$ cat src/rtl/left_collision_predictor.sv
// Left-paddle collision forecaster: traces a shadow ball from the live ball
// position to the paddle face, mirroring off the walls, and holds the result.
module left_collision_predictor #(
  parameter int X_TARGET  = 24,
  parameter int Y_MIN     = 0,
  parameter int Y_MAX     = 472,
  parameter int STEP      = 1,
  parameter int MAX_STEPS = 1023
) (
  input  logic       i_clock,
  input  logic       i_reset,
  input  logic       i_ball_in_game,
  input  logic       i_ball_move_left,
  input  logic       i_ball_move_up,
  input  logic [9:0] i_ball_x,
  input  logic [9:0] i_ball_y,
  input  logic       i_left_paddle_collision,
  output logic       o_collision_predicted,
  output logic [9:0] o_collision_predicted_y,
  output logic       o_arrival_move_up,
  output logic       o_busy,
  output logic       o_timeout
);

  typedef enum logic [1:0] {
    IDLE  = 2'd0,
    TRACE = 2'd1,
    VALID = 2'd2
  } state_t;

  localparam logic [9:0]        X_T     = 10'(X_TARGET);
  localparam logic [9:0]        X_STOP  = 10'(X_TARGET + STEP);
  localparam logic [9:0]        X_STEP  = 10'(STEP);
  localparam logic [9:0]        CNT_MAX = 10'(MAX_STEPS);
  localparam logic signed [10:0] Y_LO   = 11'(Y_MIN);
  localparam logic signed [10:0] Y_HI   = 11'(Y_MAX);
  localparam logic signed [10:0] Y_STEP = 11'(STEP);
  localparam logic [9:0]        REF_LO  = 10'(2 * Y_MIN + STEP);
  localparam logic [9:0]        REF_HI  = 10'(2 * Y_MAX - STEP);

  state_t state, state_nx;

  logic [9:0] trace_x, trace_y, step_cnt;
  logic       trace_up;

  logic abort, trigger;
  logic load, step, arrive, expire;

  logic signed [10:0] y_cur, y_up, y_dn;
  logic [9:0]         x_nx, y_nx;
  logic               up_nx;

  assign abort   = ~i_ball_in_game | ~i_ball_move_left | i_left_paddle_collision;
  assign trigger = i_ball_in_game & i_ball_move_left & ~i_left_paddle_collision &
                   (i_ball_x > X_T);

  always_ff @(posedge i_clock or posedge i_reset) begin
    if (i_reset) state <= IDLE;
    else         state <= state_nx;
  end

  always_comb begin
    state_nx = state;
    load     = 1'b0;
    step     = 1'b0;
    arrive   = 1'b0;
    expire   = 1'b0;
    case (state)
      IDLE: begin
        if (trigger) begin
          state_nx = TRACE;
          load     = 1'b1;
        end
      end
      TRACE: begin
        if (abort) begin
          state_nx = IDLE;
        end else if (trace_x == X_T) begin
          state_nx = VALID;
          arrive   = 1'b1;
        end else if (step_cnt == CNT_MAX) begin
          state_nx = IDLE;
          expire   = 1'b1;
        end else begin
          step = 1'b1;
        end
      end
      VALID: begin
        if (abort) state_nx = IDLE;
      end
      default: state_nx = IDLE;
    endcase
  end

  // Wall reflection: the signed 11-bit probes detect overshoot, while the
  // mirrored position is formed in 10 bits since it always lands in range.
  always_comb begin
    y_cur = signed'({1'b0, trace_y});
    y_up  = y_cur - Y_STEP;
    y_dn  = y_cur + Y_STEP;
    y_nx  = trace_y;
    up_nx = trace_up;
    if (trace_up) begin
      if (y_up >= Y_LO) begin
        y_nx = y_up[9:0];
      end else begin
        y_nx  = REF_LO - trace_y;
        up_nx = 1'b0;
      end
    end else begin
      if (y_dn <= Y_HI) begin
        y_nx = y_dn[9:0];
      end else begin
        y_nx  = REF_HI - trace_y;
        up_nx = 1'b1;
      end
    end
    x_nx = (trace_x < X_STOP) ? X_T : (trace_x - X_STEP);
  end

  always_ff @(posedge i_clock or posedge i_reset) begin
    if (i_reset) begin
      trace_x                <= '0;
      trace_y                <= '0;
      trace_up               <= 1'b0;
      step_cnt               <= '0;
      o_collision_predicted_y <= '0;
      o_arrival_move_up      <= 1'b0;
      o_timeout              <= 1'b0;
    end else begin
      o_timeout <= expire;
      if (load) begin
        trace_x  <= i_ball_x;
        trace_y  <= i_ball_y;
        trace_up <= i_ball_move_up;
        step_cnt <= '0;
      end else if (step) begin
        trace_x  <= x_nx;
        trace_y  <= y_nx;
        trace_up <= up_nx;
        step_cnt <= step_cnt + 10'd1;
      end
      if (arrive) begin
        o_collision_predicted_y <= trace_y;
        o_arrival_move_up      <= trace_up;
      end
    end
  end

  assign o_collision_predicted = (state == VALID);
  assign o_busy                = (state == TRACE);

endmodule

$ cat config.mk
export PLATFORM = sky130hd
export DESIGN_NAME = left_collision_predictor
export DESIGN_NICKNAME = d
export VERILOG_FILES = /design/src/rtl/left_collision_predictor.sv
export SDC_FILE = /design/constraint.sdc
export NUM_CORES = 1
export LEC_CHECK = 0
export ABC_CLOCK_PERIOD_IN_PS = 4250
export CORE_ASPECT_RATIO = 2
export CORE_UTILIZATION = 45
export DETAILED_ROUTE_END_ITERATION = 8
export PLACE_DENSITY = 0.74
export SETUP_SLACK_MARGIN = 0.02
export SLEW_MARGIN = 5
export SYNTH_ARGS = -nofsm -noshare
export SYNTH_HDL_FRONTEND = slang
export SYNTH_SLANG_ARGS = --single-unit
$ cat constraint.sdc
create_clock -name i_clock -period 4.25 [get_ports i_clock]
set_input_delay 0.85 -clock i_clock [delete_from_list [all_inputs] [get_ports i_clock]]
set_output_delay 0.85 -clock i_clock [all_outputs]
set_load 0.01 [all_outputs]
# == Yosys cells after proc, flatten, opt, wreduce, memory -nomap -nowiden ==
# Cells that the tools add are included.
# Widths: inputs -> output; s select.
# classes
n_reduce_logical,3
mux,34
n_eq_ne,7
add_sub_neg,6
magnitude_cmp,4
n_bitwise,8
# op_table
operator,n
$mux 10,10
$mux 1,18
$add 10x1->11 const B,1
$ge 11x1->1 const B,1
$le 11x10->1 const B,1
$sub 10x1->11 const B,1
$add 10x1->10 const B,1
$eq 10x10->1 const B,1
$eq 10x5->1 const B,1
$gt 10x5->1 const B,1
$lt 10x5->1 const B,1
$mux 2,5
$sub 1x10->10 const A,1
$sub 10x1->10 const B,1
$sub 10x10->10 const A,1
$pmux 2 s3,1
$ne 4x1->1 const B,1
$and 1x1->1,3
$not 1->1,3
$reduce_and 3->1,1
$eq 2x1->1 const B,1
$eq 2x2->1 const B,1
$logic_not 2->1,1
$ne 2x1->1 const B,1
other kinds (3),4
# totals
input_bits,26
regBits,45
elab_cells,70

# == Logic depth before layout (Yosys ltp) ==
# Gate-level depths: netlist of the first run.
# logic_depth
ltp_word,7
mapped_depth,11
depth_no_buf,10

# == Worst setup path after synthesis of the first run ==
# Ideal clock, no wire load.
# synth_path
path_kind,input port to flip-flop
start,input port i_ball_x[9]
end,register trace_y[4]
t_arrival_ps,2475
setup_slack_ps,1689
setup_time_ps,86
path_stages,7
path_cell_list,or4_1 nor3_1 nand2b_1 buf_2 clkbuf_1 nand3_1 a32oi_2
# synth_via
elab_chain_cells,5
word_cells_on_any_way,6
cone_classes,order compare: 1; mux: 3; bitwise: 1; reduce/logical: 1
# synth_lines
element,line_no,source
"start, declared",15,"input logic [9:0] i_ball_x,"
$gt 10x5->1 (*),55,(i_ball_x > X_T);
$and 1x1->1 (*),54,assign trigger = i_ball_in_game & i_ball_move_left & ~i_left_paddle_collision &
$mux 1 (*),70,if (trigger) begin
$mux 1 (*),68,case (state)
$mux 10 / $reduce_bool 2->1 (equally long branches),n/a,
"end signal, assigned",134,trace_y <= i_ball_y;
"end signal, assigned",139,trace_y <= y_nx;
"end, declared",43,"logic [9:0] trace_x, trace_y, step_cnt;"
# Every way passes the cells marked *; elsewhere a longest branch is shown, timed or not.
# A chain may end at the register's enable or synchronous reset.

# == Worst setup path after layout of the first run ==
# layout_path
start,input port i_ball_x[9]
end,register trace_x[7]
# layout_via
elab_chain_cells,5
word_cells_on_any_way,6
cone_classes,order compare: 1; mux: 3; bitwise: 1; reduce/logical: 1
# layout_lines
element,line_no,source
$gt 10x5->1 (*),55,
$and 1x1->1 (*),54,
$mux 1 (*),70,
$mux 1 (*),68,
$mux 10 / $reduce_bool 2->1 (equally long branches),n/a,
"end signal, assigned",133,trace_x <= i_ball_x;
"end signal, assigned",138,trace_x <= x_nx;
"end, declared",43,
# Marked as above.

==> results.json, run 1 <==
{
  "ys_seq_area_frac": 0.370,
  "diodes": 0,
  "grt_overflow": 0,
  "dr.pass1.iters": 4,
  "initial_core_util": 0.463,
  "worstPathRequired_ps": 4480,
  "grtUsageTotal": 0.260,
  "yosys.area.top_type": "dfrtp_1",
  "drv_slew": 0,
  "cts_made_buffers": 5,
  "fp.dieH_um": 118,
  "num_rows": 42,
  "final-hold-violation-count": 0,
  "period_share": 0.754,
  "fin_setup_tns_ps": 0,
  "synth_edf_count": 0,
  "clock_sink_count": 45,
  "ys_top_cells_by_area": "dfrtp_1, ha_1, nand2_1",
  "cts_tree": "built",
  "synth_commonest_cells": "dfrtp_1, nand2_1, nor2_1",
  "drive_gt1_frac": 0.0796,
  "drc": 0,
  "synth_ff_type": "dfrtp_1",
  "crit_type": "in -> reg",
  "setup_viol": 0,
  "yosys_warnings": 0,
  "ys_seq_elements": 45,
  "drtIter0Drc": 184,
  "finalWirelength_um": 8320,
  "final_core_util": 0.555,
  "p_per_area_nw_per_um2": 405,
  "place_inst": 457,
  "ctsHoldBuffers": 0,
  "synth_area_um2": 3040,
  "critPathMaxFanout": 15,
  "cts_buffer_depth": 2,
  "place_congestion": 0.933,
  "fmax_ghz": 0.312,
  "insertion_delay_ps": 300,
  "period_minus_slack_ps": 3200,
  "final_nets": 412,
  "routed_via_density": 6.27,
  "tightest_slew_ps": 981,
  "cp-start-kind": "input port",
  "async_reset_ff_frac": 1.00,
  "clk_pin_slew_worst_paths_ps": 60,
  "drv_cap": 0,
  "syn_avg_cell_area_um2": 8.77,
  "die_area_um2": 7110,
  "io_pins": 40,
  "relSlewSlack": 0.346,
  "synth_cell_type_count": 71,
  "finClkSkew_ps": 10.4,
  "first_global_vias": 2915,
  "port_buffers": 39,
  "cts.htree.levels": 2,
  "end_kind": "register",
  "rsz0062_at_grt": "false",
  "synth_nets": 383,
  "status": "complete, no violations",
  "antenna_found_initial": 0,
  "worstPathArrival_ps": 3430,
  "hold_path_class": "reg -> reg",
  "synth.most_common_cell": "dfrtp_1",
  "ir_drop_uv": 296,
  "ctsResizeCount": 0,
  "fin_cells": 465,
  "vias": 2916,
  "synthToLayoutAreaGrowth_pct": 19.8,
  "fillers": 616,
  "p_leak_nw": 1.44,
  "yosysTopAreaCellShare": 0.370,
  "core_um2": 6570,
  "root_buffer": "clkbuf_16",
  "grt_max_degree": 46,
  "routedWlPerCell_um": 17.9,
  "post_cts_buffers": 0,
  "die-width_um": 60.1,
  "grt_pass1_wl_um": 13900,
  "ant_nets": 0,
  "dpl.hpwl_um": 6040,
  "synthCells": 347
}
registers in the layout (all words and copies together), names as in the netlist:
name and cells:
step_cnt 10, o_timeout 1, trace_x 10, o_collision_predicted_y 10, trace_up 1, state 2, trace_y 10, o_arrival_move_up 1
logic make-up after synthesis:
group / share of synthesized area
mux: 0.0312
xor+xnor: 0.0403
buf+inv: 0.0477
compound gates: 0.245
flops: 0.370
simple gates: 0.225
fa+ha+maj: 0.0411
power breakdown:
group          leakage, nW  switching (mW)  internal (mW)  total (mW)
clock network       0.0831           0.174          0.294       0.467
registers            0.586           0.124          0.479       0.603
logic                0.774           0.227          0.180       0.407
per-layer routing:
metal  wire length, um  GRT usage  up-vias
met1              2870      0.260     1400
met5                 0          0        -
met3               404     0.0394       39
met2              4540      0.452      135
met4               508      0.195        0
li1                  -          -     1342
area by class of cell:
| cell class | count | area [um2] | area share |
|---|---|---|---|
| Clock inverter | 2 | 37.5 | 0.0103 |
| Inverter | 15 | 56.3 | 0.0154 |
| Tap cell | 88 | 110 | 0.0302 |
| Timing Repair Buffer | 41 | 405 | 0.111 |
| Clock buffer | 6 | 139 | 0.0381 |
| Multi-Input combinational cell | 268 | 1770 | 0.486 |
| Sequential cell | 45 | 1130 | 0.309 |
layout by cell type (no fill, tap or decap), types with 3 or more instances in the layout:
master           netlist  layout
o21ai_0               19      19
a31oi_1                3       3
a22oi_1                4       4
xnor2_1               10      10
and3_1                 3       3
o221ai_1               3       3
dfrtp_1               45      45
ha_1                  10      10
a21o_1                 3       3
a221o_1                3       3
nor4_1                 4       4
inv_1                 13      12
mux2i_1                5       5
nor2_1                27      27
nand3_1               12      12
nor3_1                12      12
nand2b_1               4       4
or4_1                  3       3
o211ai_1               7       7
o21ai_1               11      11
o31ai_1                6       6
o22ai_1                5       5
clkbuf_16              0       5
or3_1                  5       5
a21oi_1               16      16
clkdlybuf4s50_1        0      39
xor2_1                 4       4
o21a_1                 4       4
mux2_2                 4       4
a211oi_1               3       3
nand2_1               32      32
worst max-delay path: stages:
cell and delay [ps]:
clkdlybuf4s50_1 420, or4_1 540, nor3_1 280, nand2b_1 550
nand3_2 330, nor4_1 310, a221o_1 150
metrics by stage:
| stage | area, um2 | hold WS, ps | power [mW] | setup slack, ps |
|---|---|---|---|---|
| after floorplan | 3040 | 484 | 0.880 | 1690 |
| after global routing | 3650 | 505 | 1.56 | 703 |
| after CTS | 3650 | 484 | 1.47 | 1020 |
| final | 3650 | 477 | 1.48 | 1050 |
| after global placement | 3470 | 459 | 0.992 | 820 |
| after detailed placement | 3470 | 469 | 1.00 | 712 |
final timing paths:
| path | startpoint | slack, ps | cells after the start | to |
|---|---|---|---|---|
| worst min register to register | o_collision_predicted_y[8]$_DFFE_PP0P_ | 480 | 2 | o_collision_predicted_y[8]$_DFFE_PP0P_ |
| max in group asynchronous | i_reset | 2540 | 2 | step_cnt[8]$_DFFE_PP0P_ |
| worst max register to register | trace_y[2]$_DFFE_PP0P_ | 1490 | 7 | trace_y[4]$_DFFE_PP0P_ |
| min in group asynchronous | i_reset | 1100 | 2 | trace_y[1]$_DFFE_PP0P_ |
| worst max-delay path | i_ball_x[9] | 1050 | 7 | trace_x[7]$_DFFE_PP0P_ |
| worst min-delay path | o_collision_predicted_y[8]$_DFFE_PP0P_ | 480 | 2 | o_collision_predicted_y[8]$_DFFE_PP0P_ |
No activity file was read; power rests on OpenSTA's default activity.
==> run 2: changes to the inputs <==
ABC_CLOCK_PERIOD_IN_PS = 3400   (was 4250)
clock period = 3.4 ns   (was 4.25 ns; I/O delays follow)
==> run 2 against run 1 <==
  * Clock-buffer cell count rose by 1
  * Worst hold slack barely moved
  * Die area did not move
  * Design area rose by 0.31%
  * Total power rose by 24%
  * Critical path depth did not move
  * Sequential cell count did not move
  * Worst setup slack got worse by 370 ps
  * Sequential power rose by 26%
  * First-iteration DRC count rose by 17%
  * Combinational power rose by 25%
  * Critical path type unchanged
==> results.json, run 2 (same netlist as run 1, synthesis figures left out) <==
{
  "status": "complete, no violations",
  "drive_gt1_frac": 0.0818,
  "cp_top_family": "simple AND/OR/NAND/NOR gates",
  "routedWlPerCell_um": 17.8,
  "place_inst": 459,
  "period_share": 0.803,
  "cts_made_buffers": 5,
  "drc": 0,
  "setup_viol": 0,
  "finalWirelength_um": 8330,
  "worstPathRequired_ps": 3630,
  "fp.dieH_um": 118,
  "min_from": "o_collision_predicted_y[0]$_DFFE_PP0P_",
  "insertion_delay_ps": 290,
  "vias": 2878,
  "post_cts_buffers": 0,
  "fin_cells": 467,
  "place_congestion": 0.901,
  "dr.pass1.iters": 4,
  "die-width_um": 60.1,
  "num_rows": 42,
  "cp-start-kind": "input port",
  "final_core_util": 0.557,
  "p_leak_nw": 1.45,
  "layout_common_cells": "dfrtp_1, clkdlybuf4s50_1, nand2_1, nor2_1, o21ai_0",
  "fin_setup_tns_ps": 0,
  "antenna_found_initial": 0,
  "tightest_slew_ps": 960,
  "end_kind": "register",
  "io_pins": 40,
  "port_buffers": 39,
  "min_to": "o_collision_predicted_y[0]$_DFFE_PP0P_",
  "regToRegSetupSlack_ps": 710,
  "drv_slew": 0,
  "rsz0062_at_grt": "false",
  "use_met1": 0.275,
  "diodes": 0,
  "ir_drop_uv": 351,
  "path_cells": "clkdlybuf4s50_1, or4_1, nor3_1, nand2b_1, nand3_2, nor4_1, a221o_1",
  "cts_tree": "built",
  "period_minus_slack_ps": 2730,
  "initial_core_util": 0.463,
  "first_global_vias": 3000,
  "p_per_area_nw_per_um2": 502,
  "drv_cap": 0,
  "grtUsageTotal": 0.263,
  "hold_path_class": "reg -> reg",
  "grt_pass1_wl_um": 14000,
  "cpPeakStageDelay_ps": 560,
  "final_common_cell": "dfrtp_1",
  "timing.rr.start": "trace_y[2]$_DFFE_PP0P_",
  "finClkSkew_ps": 8.26,
  "die_area_um2": 7110,
  "ant_nets": 0,
  "reg2reg_to": "trace_y[4]$_DFFE_PP0P_",
  "synthToLayoutAreaGrowth_pct": 20.2,
  "clock_sink_count": 45,
  "worst-path-buf-inv": 1,
  "ctsHoldBuffers": 0,
  "final_nets": 414,
  "grt_max_degree": 46,
  "fmax_ghz": 0.366,
  "cts_buffer_depth": 2,
  "crit_type": "in -> reg",
  "root_buffer": "clkbuf_16",
  "clk_pin_slew_worst_paths_ps": 60,
  "top_usage_layer": "met2",
  "drtIter0Drc": 215,
  "dpl.hpwl_um": 6130,
  "use_met3": 0.0481,
  "ctsResizeCount": 0,
  "hold_path_depth": 2,
  "worstPathArrival_ps": 2950,
  "cts.htree.levels": 2,
  "critPathMaxFanout": 10,
  "routed_via_density": 6.16,
  "ff2ff_path_depth": 7,
  "core_um2": 6570,
  "grt_overflow": 0,
  "cp_slowest_cell": "or4_1",
  "fillers": 608,
  "final-hold-violation-count": 0,
  "relSlewSlack": 0.359,
  "use_met2": 0.455
}
[run 2: cell types whose count changed in the layout (fill, tap and decap cells not counted), sizes merged]
cell	change
buf	+2
clkbuf	+1
clkinvlp	-1
[run 2: cell type report]
type / count / area (um2) / share of cell area
Sequential cell: 45 / 1130 / 0.308
Clock inverter: 1 / 30.0 / 0.00821
Clock buffer: 7 / 143 / 0.0390
Tap cell: 88 / 110 / 0.0301
Timing Repair Buffer: 43 / 420 / 0.115
Multi-Input combinational cell: 268 / 1770 / 0.484
Inverter: 15 / 56.3 / 0.0154
[run 2: stage by stage]
step	power, mW	hold WS, ps	cell area [um2]	setup WS (ps)
global placement	1.24	460	3480	481
finish	1.84	476	3660	671
detailed placement	1.26	469	3480	385
CTS	1.84	484	3660	678
floorplan	1.10	484	3040	1010
global route	1.94	527	3660	531
[run 2: worst max-delay path by stage]
stage                     start                      to  slack [ps]  cells after the start
finish              i_ball_x[9]  trace_x[7]$_DFFE_PP0P_         670                      7
global route        i_ball_x[9]  trace_x[7]$_DFFE_PP0P_         530                      7
CTS                 i_ball_x[9]  trace_x[7]$_DFFE_PP0P_         680                      7
detailed placement  i_ball_x[9]  trace_x[7]$_DFFE_PP0P_         380                      7
global placement    i_ball_x[9]  trace_x[7]$_DFFE_PP0P_         480                      7
floorplan           i_ball_x[9]  trace_y[4]$_DFFE_PP0P_        1010                      7
[run 2: power by group]
part	total [mW]	switching (mW)	internal (mW)
clock	0.572	0.204	0.367
combinational	0.509	0.283	0.226
sequential	0.757	0.158	0.599
total	1.84	0.645	1.19
[run 2: metal layers]
metal	share of wire	vias to the layer above
li1	-	1354
met1	0.36	1377
met2	0.55	113
met3	0.041	34
met4	0.054	0
met5	0	-
[run 2: tightest hold or removal path, delay by kind of cell, from the launching register on]
family	cells	cell delay [ps]
compound gates	1	60
flops	1	340
simple gates	1	40
==> run 3: changes to the inputs <==
ABC_CLOCK_PERIOD_IN_PS = 2850   (was 3400)
clock period = 2.85 ns   (was 3.4 ns; I/O delays follow)
==> run 3 against run 2 <==
  * Global-route usage shrank 0.31 points
  * Register-to-register slack lost 510 ps
  * Sequential cell count is the same
  * Clock-buffer cell count shrank 1
  * Via count shrank 0.69%
  * Worst setup slack lost 470 ps
  * Largest cell class unchanged
==> results.json, run 3 (same netlist as run 1, synthesis figures left out) <==
{
  "finClkSkew_ps": 4.63,
  "root_buffer": "clkbuf_16",
  "ant_nets": 0,
  "cts_made_buffers": 5,
  "port_buffers": 39,
  "final-hold-violation-count": 0,
  "top_usage_layer": "met2",
  "cts_buffer_depth": 2,
  "p_comb_frac": 0.329,
  "fillers": 576,
  "layout_common_cells": "dfrtp_1, clkdlybuf4s50_1, nand2_1, nor2_1, o21ai_0",
  "use_met3": 0.0361,
  "p_leak_nw": 1.51,
  "period_share": 0.931,
  "synthToLayoutAreaGrowth_pct": 23.1,
  "dpl.hpwl_um": 6360,
  "antenna_found_initial": 0,
  "period_minus_slack_ps": 2650,
  "cts_tree": "built",
  "p_per_area_nw_per_um2": 567,
  "final_common_cell": "dfrtp_1",
  "worstPathArrival_ps": 2840,
  "p_int_mw": 1.34,
  "post_cts_buffers": 0,
  "place_congestion": 0.906,
  "seqPwrFrac": 0.404,
  "dr.pass1.iters": 4,
  "drv_cap": 0,
  "ir_drop_uv": 442,
  "drc": 0,
  "routed_via_density": 5.95,
  "first_global_vias": 2972,
  "grtUsageTotal": 0.259,
  "clk_pin_slew_worst_paths_ps": 60,
  "drtIter0Drc": 152,
  "multi_input_area_um2": 1770,
  "power_mw": 2.12,
  "insertion_delay_ps": 290,
  "relSlewSlack": 0.598,
  "end_kind": "register",
  "cts.htree.levels": 2,
  "io_pins": 40,
  "clockPowerShare": 0.267,
  "use_met2": 0.453,
  "hold_path_class": "reg -> reg",
  "diodes": 0,
  "die_area_um2": 7110,
  "setup_viol": 0,
  "vias": 2858,
  "core_um2": 6570,
  "critPathMaxFanout": 8,
  "use_met1": 0.269,
  "finalWirelength_um": 8390,
  "status": "complete, no violations",
  "clock_sink_count": 45,
  "sw_frac_of_total": 0.368,
  "num_rows": 42,
  "initial_core_util": 0.463,
  "worstPathRequired_ps": 3030,
  "p_switching_mw": 0.780,
  "fmax_ghz": 0.377,
  "fin_setup_tns_ps": 0,
  "ctsHoldBuffers": 0,
  "tightest_slew_ps": 597,
  "regArea_um2": 1130,
  "routedWlPerCell_um": 17.5,
  "fp.dieH_um": 118,
  "cp-start-kind": "register",
  "drive_gt1_frac": 0.112,
  "grt_pass1_wl_um": 13900,
  "final_nets": 427,
  "die-width_um": 60.1,
  "grt_max_degree": 25,
  "rsz0062_at_grt": "false",
  "drv_slew": 0,
  "grt_overflow": 0,
  "crit_type": "reg -> reg"
}
## run 3: worst max-delay path: stages (launching register included)
cell       delay, ps
dfrtp_1          460
ha_1             290
and3_1           200
a2111oi_1        540
o221ai_1         230
o21a_1           360
mux2i_1          200
o32ai_1          270
## run 3: metal layers
layer | share of wire | vias up
met5 | 0 | -
met4 | 0.063 | 0
met3 | 0.028 | 38
met2 | 0.55 | 85
met1 | 0.36 | 1360
li1 | - | 1375
## run 3: final cells by class
| class | instances | area share |
|---|---|---|
| multi-input cells | 268 | 0.473 |
| well taps | 88 | 0.0294 |
| clock buffers | 6 | 0.0344 |
| flip-flops and latches | 45 | 0.301 |
| clock inverters | 2 | 0.00267 |
| inverters | 15 | 0.0150 |
| repair buffers | 56 | 0.145 |
## run 3: power by group through the flow
stage / registers (mW) / clock network [mW] / logic (mW)
4_1_cts: 0.850 / 0.578 / 0.690
3_3_place_gp: 0.860 / 0 / 0.671
3_5_place_dp: 0.862 / 0 / 0.684
6_report: 0.858 / 0.567 / 0.698
5_1_grt: 0.869 / 0.612 / 0.769
2_1_floorplan: 0.799 / 0 / 0.514
## run 3: timing repair
item                                    CTS  global route
gates resized for setup                   0             1
endpoints found under the setup margin    0             1
hold endpoints to repair                  0             0
## run 3: worst paths after layout
kind,slack (ps),to,from,cells after the start
max in group asynchronous,1720,o_timeout$_DFF_PP0_,i_reset,3
worst max register to register,200,trace_y[5]$_DFFE_PP0P_,trace_y[1]$_DFFE_PP0P_,7
worst max-delay path,200,trace_y[5]$_DFFE_PP0P_,trace_y[1]$_DFFE_PP0P_,7
worst min register to register,480,o_arrival_move_up$_DFFE_PP0P_,o_arrival_move_up$_DFFE_PP0P_,2
min in group asynchronous,630,trace_x[6]$_DFFE_PP0P_,i_reset,2
worst min-delay path,480,o_arrival_move_up$_DFFE_PP0P_,o_arrival_move_up$_DFFE_PP0P_,2
## run 3: per-stage QoR
stage | instance area (um2) | worst slack (ps) | std cells | util | hold slack, ps
final | 3750 | 197 | 480 | 0.570 | 477
after detailed placement | 3610 | 90.7 | 472 | 0.549 | 469
after floorplan | 3040 | 569 | 347 | - | 484
after CTS | 3750 | 142 | 480 | 0.570 | 483
after global placement | 3610 | 135 | 472 | 0.549 | 461
after global routing | 3750 | 119 | 480 | 0.570 | 517
==> RTL change: new RTL, flow settings as in run 3 <==
Change the parameter `MAX_STEPS` from 1023 to 767.
--- a/src/rtl/left_collision_predictor.sv
+++ b/src/rtl/left_collision_predictor.sv
@@ -7,3 +7,3 @@
   parameter int STEP      = 1,
-  parameter int MAX_STEPS = 1023
+  parameter int MAX_STEPS = 767
 ) (
Formal check against the unedited RTL: no difference found for any inputs over 10 cycles, from zero or initial values and one cycle with i_reset high; that may be too few to reach the edited logic, so the function may still have changed.
==> RTL change against run 3 <==
- sequential cell count unchanged
- area after synthesis increased by 4.6%
- final area increased by 3.4%
- cell count increased by 2.3%
- maximum frequency increased by 2.5%
- count of clock-buffer cells in the layout decreased by 1
- power increased by 5.6%
- wire length increased by 6.4%
- global-route usage increased by 0.10 points
- worst setup slack improved by 64 ps
- register-to-register slack improved by 100 ps
==> RTL change: results (changes against run 3) <==
| Metric | Value |
|---|---|
| Final net count | 436 (+2.1%) |
| Clk tree area frac | 0.03681 (-0.0002521) |
| Top cell type's share of synthesized area | 0.3538 (-0.01629) |
| Global-route wire length before repair | 14310 um (+3.1%) |
| Hold crit path type | register to register |
| Worst-skew pair later-pin latency | 290 ps (about the same) |
| Multi-input gates | 270 (+0.75%) |
| Initial DRC count | 205 (+35%) |
| Critical path origin | i_ball_x[9] |
| GP Congestion | 0.9369 (+3.4%) |
| Met1 usage | 0.2771 (+0.008234) |
| Switching share of power | 0.3856 (+0.01805) |
| Mux cell area share after synthesis | 0.04520 (+0.01395) |
| Router iterations before antenna repair | 6 (+2) |
| Slew margin rel. | 0.6266 (+0.02835) |
| Post-synthesis sequential area ratio | 0.3538 (-0.01629) |
| Cell Area, Synth | 0.003183 mm^2 (+4.6%) |
| Arrival time worst endpoint | 2810 ps (-30 ps) |
| Total GRT Usage | 0.2605 (+0.001031) |
| Multi-input logic portion of the cell area | 0.4730 (about the same) |
| DP HPWL | 6645 um (+4.5%) |
| NonClk Buf Share | 0.1550 (+0.01008) |
| Worst-path maximum fanout | 13 (+5) |
| Met3 wire len | 286 um (+23%) |
| Dpl cells | 483 (+2.3%) |
| Metal2 WL | 4961 um (+7.9%) |
| Layout cell share with drive strength beyond 1 | 0.1421 (+0.02990) |
| Leak pwr | 1.575 nW (+4.2%) |
| DR vias/cell | 6.267 (+5.3%) |
| Worst hold path stage count | 1 (-1) |
| Clock buffers | 5 (-1) |
| Dpl cell area | 0.003732 mm^2 (+3.5%) |
| Final clock skew | 8.371 ps (+3.739 ps) |
| Routing usage on met2 | 0.4436 (-0.008996) |
| Compound-gate portion of the synthesized area | 0.2268 (-0.01826) |
| Overall power | 2.242 mW (+5.6%) |
| Top cells by area, synth | dfrtp_1 35%, ha_1 3.9%, mux2_2 3.9%, o21ai_0 3.8%, nor2_1 3.5% |
| Clk power | 0.583 mW (+3%) |
| Commonest cells post-synth | 45 x dfrtp_1, 30 x nor2_1, 25 x nand2_1 |
| Adder-cell share of the synthesized area | 0.03931 (-0.001810) |
| Syn Inst Count | 354 (+2.0%) |
| Status | completed |
| DRT met1 WL | 3169 um (+4.4%) |
| Buffers excl. clock | 62 (+11%) |
| Post-synth net total | 390 (+1.8%) |
| GR met3 Demand/Resource | 0.02985 (-0.006254) |
| WL/cell | 18.18 um (+4.0%) |
| Slowest CP cell | or4_1 |
| Hold path start | o_collision_predicted_y[4] |
| Seq area share | 0.2906 (-0.009898) |
| XOR/XNOR Fraction of Synth Area | 0.04678 (+0.006481) |
| Non-clk invs | 16 (+1) |
| Final WL | 8924 um (+6.4%) |
| Finished Core Util | 0.5627 (-0.007794) |
| IO Port Bufs | 39 (unchanged) |
[RTL change: cell count changes in the layout (fill, tap and decap cells not counted), sizes merged, moves of 4 or more]
cell / change
a221oi: +5
buf: +6
mux2: +7
nand2: -7
nand4: +4
o21ai: -4
[RTL change: worst max-delay path: cells and delay by family]
family | cells | cell delay, ps
buffers and inverters | 4 | 920
AND/OR/NAND/NOR | 5 | 1070
AO/OA/AOI/OAI | 2 | 250
[RTL change: cell families after synthesis]
logic type / Yosys count
xor+xnor: 17
mux: 13
compound gates: 105
fa+ha+maj: 10
flops: 45
buf+inv: 39
simple gates: 125
[RTL change: path summary, 6_finish.rpt]
check	endpoint	slack, ps
setup / recovery	trace_x[4]	260
hold / removal	o_collision_predicted_y[4]	500
setup reg to reg	trace_y[7]	300
hold reg to reg	o_collision_predicted_y[4]	500
max in group asynchronous	o_collision_predicted_y[7]	1720
min in group asynchronous	state[0]	630
